`src/rtl/angle_sweep_pkg.sv`:
```
// angle_sweep_pkg: shared fixed-point angle constants and sweep state encoding
package angle_sweep_pkg;
  typedef enum logic [1:0] {IDLE, RUN, LAST, FIN} sweep_state_t;
  localparam longint unsigned PI_2P30 = 64'd3373259426;
  function automatic int pi_q(input int dec_bits);
    return int'((PI_2P30 + (64'd1 << (29 - dec_bits))) >> (30 - dec_bits));
  endfunction
  function automatic int two_pi_q(input int dec_bits);
    return 2 * pi_q(dec_bits);
  endfunction
endpackage

```
`src/rtl/angle_sweep.sv`:
```
// angle_sweep: emits num_samples angles from -pi stepping by step, wrapped into [-pi, pi)
module angle_sweep
  import angle_sweep_pkg::*;
#(
  parameter int INT_BITS = 2,
  parameter int DEC_BITS = 8,
  parameter int CNT_BITS = 16
) (
  input  logic                              clk,
  input  logic                              rst_n,
  input  logic                              start,
  input  logic                              abort,
  input  logic [INT_BITS+DEC_BITS-1:0]      step,
  input  logic [CNT_BITS-1:0]               num_samples,
  output logic signed [INT_BITS+DEC_BITS:0] angle,
  output logic                              angle_valid,
  input  logic                              angle_ready,
  output logic                              wrap,
  output logic                              busy,
  output logic                              done
);
  localparam int W = INT_BITS + DEC_BITS + 1;
  localparam logic signed [W:0] PI_S = (W+1)'(pi_q(DEC_BITS));
  localparam logic signed [W:0] TWO_PI_S = (W+1)'(two_pi_q(DEC_BITS));
  localparam logic signed [W-1:0] NEG_PI = W'(-pi_q(DEC_BITS));
  sweep_state_t state, state_n;
  logic signed [W-1:0] angle_n;
  logic signed [W:0] sum;
  logic [CNT_BITS-1:0] count, count_n;
  logic [W-2:0] step_q, step_n;
  logic wrap_n, xfer, over;
  assign angle_valid = state == RUN || state == LAST;
  assign busy = angle_valid;
  assign done = state == FIN;
  assign xfer = angle_valid && angle_ready;
  // one guard bit beyond the angle width so angle+step cannot overflow before the wrap test
  assign sum = $signed({angle[W-1], angle}) + $signed({2'b00, step_q});
  assign over = sum >= PI_S;
  always_comb begin
    state_n = state;
    angle_n = angle;
    wrap_n = wrap;
    count_n = count;
    step_n = step_q;
    if (abort) state_n = IDLE;
    else if (state == IDLE && start) begin
      step_n = step;
      count_n = num_samples;
      angle_n = NEG_PI;
      wrap_n = 1'b0;
      state_n = num_samples == '0 ? FIN : num_samples == CNT_BITS'(1) ? LAST : RUN;
    end else if (xfer) begin
      angle_n = over ? W'(sum - TWO_PI_S) : W'(sum);
      wrap_n = over;
      count_n = count - CNT_BITS'(1);
      state_n = state == LAST ? FIN : count == CNT_BITS'(2) ? LAST : RUN;
    end else if (state == FIN) state_n = IDLE;
  end
  always_ff @(posedge clk or negedge rst_n) begin
    if (!rst_n) begin
      state <= IDLE;
      angle <= '0;
      wrap <= 1'b0;
      count <= '0;
      step_q <= '0;
    end else begin
      state <= state_n;
      angle <= angle_n;
      wrap <= wrap_n;
      count <= count_n;
      step_q <= step_n;
    end
  end
endmodule

```
`config.mk`:
```
export PLATFORM = sky130hd
export DESIGN_NAME = angle_sweep
export DESIGN_NICKNAME = d
export VERILOG_FILES = /design/src/rtl/angle_sweep_pkg.sv /design/src/rtl/angle_sweep.sv
export SDC_FILE = /design/constraint.sdc
export NUM_CORES = 1
export LEC_CHECK = 0
export BUFFER_PORTS_ARGS = -buffer_cell sky130_fd_sc_hd__buf_2
export CORE_MARGIN = 5
export CORE_UTILIZATION = 50
export CTS_CLUSTER_SIZE = 14
export DETAILED_ROUTE_END_ITERATION = 16
export GPL_ROUTABILITY_DRIVEN = 0
export GPL_TIMING_DRIVEN = 0
export PLACE_DENSITY = 0.69
export SETUP_SLACK_MARGIN = 0.2
export SKIP_LAST_GASP = 1
export SLEW_MARGIN = 15
export SYNTH_ARGS = -nofsm -noshare
export SYNTH_HDL_FRONTEND = slang
export SYNTH_SLANG_ARGS = --single-unit
export TNS_END_PERCENT = 30
```
`constraint.sdc`:
```
create_clock -name clk -period 3.6 [get_ports clk]
set_input_delay 0.72 -clock clk [delete_from_list [all_inputs] [get_ports clk]]
set_output_delay 0.72 -clock clk [all_outputs]
set_load 0.01 [all_outputs]
```
==> results_dict.tcl, run 1 <==
set metrics [dict create \
    tns_ps 0 \
    synth_flop_cell "dfrtp_1" \
    std_cell_rows 27 \
    rsz0062_at_grt "no" \
    final_max_slew_viol_count 0 \
    cp.arrival_ps 3290 \
    peakVddDrop_mv 0.5845 \
    cts.path.max_buffers 2 \
    dieHeight_um 84.99 \
    worstSkewPairLatency_ps 300 \
    pwr-share-comb_pct 65.8 \
    io_pins 46 \
    p_per_area_mw_per_mm2 1084 \
    p_leak_nw 1.403 \
    cp-end-kind "flop" \
    cts_tree "yes" \
    synth.area.top_cells "dfrtp_1 36%, ha_1 7.1%, nand2_1 4.9%" \
    vias_per_cell 5.840 \
    core_mm2 0.005473 \
    grt_pass1_wl_um 11880 \
    die_w_um 84.99 \
    cts_sinks 40 \
    fillers 522 \
    hold_viol 0 \
    vias 2628 \
    drive_above_1_share_pct 20.11 \
    synth-async-reset-ratio_pct 100.0 \
    crit_buf_inv 2 \
    htreeDepth 2 \
    p_int_mw 1.798 \
    synth.largest_area_cell "dfrtp_1" \
    swShare_pct 48.81 \
    hpwl_um 5318 \
    p_switching_mw 1.714 \
    clockRootBuffer "clkbuf_8" \
    synth-warning-count 0 \
    ant_nets 0 \
    synth_common_cells "40 x dfrtp_1, 37 x nand2_1, 29 x nor2_1" \
    start_kind "flop" \
    clock.fmax_ghz 0.3216 \
    path_max_fanout 3 \
    syn_to_final_growth_pct 15.22 \
    yosysSeqAreaShare_pct 35.60 \
    multiInputGateArea_mm2 0.001725 \
    cpMaxStageDelayCell "fa_1" \
    cp_cell_sequence "ha_1, fa_1, a211oi_2, nor2_1, xor2_1, inv_1, ha_1, inv_1, o21bai_1, nor2b_1, or3_1, a32o_1" \
    slew_headroom_pct 37.74 \
    tightestPinTransition_ps 933.9 \
    syn_area_mm2 0.002811 \
    layout_min_cycle_time_ps 3109 \
    initial_core_util_pct 51.37 \
    diodes 0 \
    fin_hold_ws_ps 492.8 \
    drtIter0Drc 233 \
    wl_per_cell_um 15.70 \
    hp-class "flop to flop" \
    grt_use_total_pct 20.34 \
    cp_top_family "adder cells" \
    dr.pass1.iters 5 \
    setup_viol 0 \
    clk_pin_slew_worst_paths_ps 80 \
    synth_edf_count 0 \
    rrSetupSlack_ps 490 \
    ys_ff_latch 40 \
    p_clk_share_pct 10.5 \
    wl_um 7063 \
    grt_max_degree 41 \
    drc_errors 0 \
    outcome "completed" \
    syn_inst 325 \
    nets 425 \
    synth.net_count 373 \
    fin_worst_skew_ps 8.173 \
    cp_slowest_stage_delay_ps 420 \
    grt_pass1_vias 2456 \
    max_cap_violations 0 \
    fp.dieArea_mm2 0.007222 \
    path_class "flop to flop" \
    yosysUniqueCellTypes 58 \
    worstPathRequired_ps 3780 \
    ff_latch_area_mm2 0.001001 \
    cts_made_buffers 5 \
    min_period_over_period_pct 86.36 \
    synth.avg_cell_area_um2 8.651 \
    synth_top_area_share_pct 35.60 \
    antenna_found_initial 0 \
    yosysMostFrequentCell "dfrtp_1" \
    grt_overflow_total 0 \
    io_buffer_count 45 \
    power_frac_seq_pct 23.7 \
]
==> path summary, 6_finish.rpt <==
path / startpoint / to / cells after the start
setup / recovery: angle[0] / angle[9] / 12
hold / removal: count[11] / count[11] / 2
setup reg to reg: angle[0] / angle[9] / 12
hold reg to reg: count[11] / count[11] / 2
max in group asynchronous: rst_n / angle[9] / 1
min in group asynchronous: rst_n / count[2] / 1
==> stage by stage <==
step	worst slack [ps]	cell area [µm²]	util [%]	power (mW)	std cells
3_3_place_gp	405.1	3127	57.13	3.068	442
5_1_grt	220.8	3239	59.19	3.845	450
4_1_cts	372.0	3234	59.10	3.502	450
2_1_floorplan	640.3	2811	-	2.624	325
6_report	490.9	3239	59.19	3.512	450
3_5_place_dp	416.4	3127	57.13	3.118	442
==> worst min-delay path: stages (launching register included) <==
cell	delay [ps]
dfrtp_1	350
nand2_1	50
o21ai_0	60
==> layout by cell type (no fill, tap or decap), drive strengths merged, types with 2 or more instances in the layout <==
cell type and instances:
o21ai 32, o31ai 2, nor3b 2, a22oi 6
clkbuf 19, ha 16, o211ai 4, o21a 5
nor2b 4, o22ai 3, buf 46, xnor2 4
a31oi 6, mux2i 2, nand2 37, or2 2
nand3 14, nand2b 2, o31a 2, mux2 10
a22o 2, a21o 2, o21bai 2, and3 3
nor4 11, a21oi 21, inv 9, or3 7
xor2 3, nor2 29, dfrtp 40, nor3 13
==> cell type report <==
| class | instances | area share (%) |
|---|---|---|
| Clock buffer | 6 | 2.240 |
| Clock inverter | 2 | 1.081 |
| Buffer | 14 | 1.738 |
| Sequential cell | 40 | 30.90 |
| Inverter | 9 | 1.043 |
| Multi-Input combinational cell | 262 | 53.26 |
| Tap cell | 72 | 2.781 |
| Timing Repair Buffer | 45 | 6.952 |
==> cells by family (layout without fill, tap and decap cells) <==
family,after synthesis,count (layout),share of synthesized area [%]
multiplexers,12,12,4.718
adder cells (fa/ha/maj),17,17,7.833
flip-flops,40,40,35.60
XOR/XNOR,7,7,2.448
buffers and inverters,23,76,3.204
AND/OR/NAND/NOR,131,131,22.74
AO/OA/AOI/OAI,95,95,23.45
==> power groups by stage <==
stage	combinational (mW)	sequential [mW]	clock (mW)
after floorplan	1.80	0.821	0
after global placement	2.24	0.830	0
after detailed placement	2.28	0.839	0
after CTS	2.29	0.831	0.381
after global routing	2.58	0.866	0.402
final	2.31	0.832	0.370
==> sequential cells by signal, summed over array words and instances (netlist names) <==
register / count
angle: 11
state: 2
step_q: 10
count: 16
wrap: 1
==> per-layer routing <==
layer | vias to the layer above | global-route usage (%) | wire length, µm
met1 | 1259 | 29.20 | 3388
met5 | - | 0 | 0
li1 | 1297 | - | -
met2 | 63 | 31.07 | 3289
met4 | 0 | 6.043 | 87
met3 | 9 | 3.883 | 297
==> repair_timing <==
action | CTS | global route
setup endpoints to repair | 0 | 1
hold buffers | 0 | 0
setup buffers | 0 | 0
gates resized for setup | 0 | 1
Power figures use the tool's default switching activity.
==> run 2, diff against run 1 <==
==> constraint.sdc (replaced) <==
create_clock -name clk -period 4.02 [get_ports clk]
set_input_delay 0.804 -clock clk [delete_from_list [all_inputs] [get_ports clk]]
set_output_delay 0.804 -clock clk [all_outputs]
set_load 0.01 [all_outputs]
==> run 2 against run 1 <==
Compared with the run above: wire length shrank 0.24%; clock power shrank 10%; final cell count is the same; non-clock buffer count is the same; worst setup slack gained 340 ps; critical path depth is the same; first-iteration DRC count grew 5.6%; combinational power shrank 11%; via count shrank 0.11%; sequential share of layout area is essentially flat; critical path type unchanged; largest power group unchanged.
==> results_dict.tcl, run 2 (synthesis results as in run 1) <==
set metrics [dict create \
    outcome "completed" \
    initial_core_util_pct 51.37 \
    setup_slack_ps 831.4 \
    wl_per_cell_um 15.66 \
    tightestPinTransition_ps 933.9 \
    io_pins 46 \
    hold_viol 0 \
    setup_viol 0 \
    fin_hold_ws_ps 492.8 \
    cp-end-kind "flop" \
    p_per_area_mw_per_mm2 969.2 \
    htreeDepth 2 \
    layout_min_cycle_time_ps 3189 \
    tns_ps 0 \
    path_max_fanout 3 \
    clockRootBuffer "clkbuf_8" \
    vias 2625 \
    post_cts_resize_count 0 \
    path_class "flop to flop" \
    placed_area_mm2 0.003127 \
    cpMaxStageDelayCell "fa_1" \
    peakVddDrop_mv 0.5235 \
    antenna_found_initial 0 \
    cts.path.max_buffers 2 \
    nets 425 \
    wl_um 7046 \
    grt_max_degree 41 \
    grt_pass1_wl_um 11880 \
    syn_to_final_growth_pct 15.04 \
    worstPathRequired_ps 4200 \
    max_cap_violations 0 \
    std_cell_rows 27 \
    cts_tree "yes" \
    pwr-share-comb_pct 65.7 \
    placed_cells 442 \
    vias_per_cell 5.833 \
    drc_errors 0 \
    p_switching_mw 1.529 \
    final_cells 450 \
    rsz0062_at_grt "no" \
    final_util_pct 59.10 \
    swShare_pct 48.77 \
    io_buffer_count 45 \
    cp.arrival_ps 3370 \
    use_met2_pct 31.07 \
    grt_use_total_pct 20.34 \
    dieHeight_um 84.99 \
    core_mm2 0.005473 \
    top_usage_layer "met2" \
    hp-class "flop to flop" \
    final_cell_mix "45 x buf_2, 40 x dfrtp_1, 37 x nand2_1, 29 x nor2_1, 26 x o21ai_0" \
    clk_pin_slew_worst_paths_ps 80 \
    clock.fmax_ghz 0.3136 \
    slew_headroom_pct 37.74 \
    dp_slack_ps 836.4 \
    grt_pass1_vias 2456 \
    dr.pass1.iters 5 \
    cts_sinks 40 \
    die_w_um 84.99 \
    start_kind "flop" \
    p_clk_share_pct 10.6 \
    fin_worst_skew_ps 8.173 \
    cp_slowest_stage_delay_ps 410 \
    p_int_mw 1.606 \
    largest_reg_flops 16 \
    use_met1_pct 29.20 \
    hold_buffers 0 \
    diodes 0 \
    final_max_slew_viol_count 0 \
    ant_nets 0 \
    use_met3_pct 3.883 \
    fp.dieArea_mm2 0.007222 \
    crit_buf_inv 2 \
    worstSkewPairLatency_ps 300 \
    cp_cell_sequence "ha_1, fa_1, a211oi_1, nor2_1, xor2_1, inv_1, ha_1, inv_1, o21bai_1, nor2b_1, or3_1, a32o_1" \
    grt_overflow_total 0 \
    drtIter0Drc 246 \
    p_leak_nw 1.402 \
    power.total_mw 3.135 \
    cp_top_family "adder cells" \
    fin_area_mm2 0.003234 \
    power_frac_seq_pct 23.8 \
    cts_made_buffers 5 \
    hpwl_um 5318 \
    final_common_cell "buf_2" \
    drive_above_1_share_pct 19.84 \
    min_period_over_period_pct 79.32 \
    reg.largest.list "count: 16 flops, angle: 11 flops, step_q: 10 flops" \
    largest_register "count" \
    cts_setup_buffers 0 \
]
run 2: cell count changes in the layout (fill, tap and decap cells not counted):
cell      before  now
a211oi_1       0    1
a211oi_2       1    0
run 2: final timing paths:
check,startpoint,end,slack [ps],cells after the start
max,angle[0],angle[9],830,12
min,count[11],count[11],490,2
max reg2reg,angle[0],angle[9],830,12
min reg2reg,count[11],count[11],490,2
max in group asynchronous,rst_n,angle[9],2790,1
min in group asynchronous,rst_n,count[2],650,1
run 2: metal layers:
metal	vias to the layer above	part of all wire, %
met1	1259	48
li1	1298	-
met2	59	47
met4	0	1.2
met5	-	0
met3	9	4.1
run 2: area by class of cell:
type / instances / area, µm²
Timing Repair Buffer: 45 / 225.2
Inverter: 9 / 33.78
Clock inverter: 2 / 35.03
Clock buffer: 6 / 72.57
Tap cell: 72 / 90.09
Buffer: 14 / 56.30
Fill cell: 523 / 2238
Sequential cell: 40 / 1001
Multi-Input combinational cell: 262 / 1720
run 2: worst reg2reg max path, cell delays in order (launching register included):
cell and delay (ps):
dfrtp_1 400, ha_1 230, fa_1 410, a211oi_1 410, nor2_1 110, xor2_1 250
inv_1 100, ha_1 240, inv_1 60, o21bai_1 100, nor2b_1 170, or3_1 340
a32o_1 250
run 2: power by group through the flow:
stage	combinational (mW)	clock, mW	sequential [mW]
2_1_floorplan	1.62	0	0.735
3_3_place_gp	2.00	0	0.744
3_5_place_dp	2.04	0	0.751
4_1_cts	2.05	0.341	0.745
5_1_grt	2.30	0.360	0.776
6_report	2.06	0.332	0.745
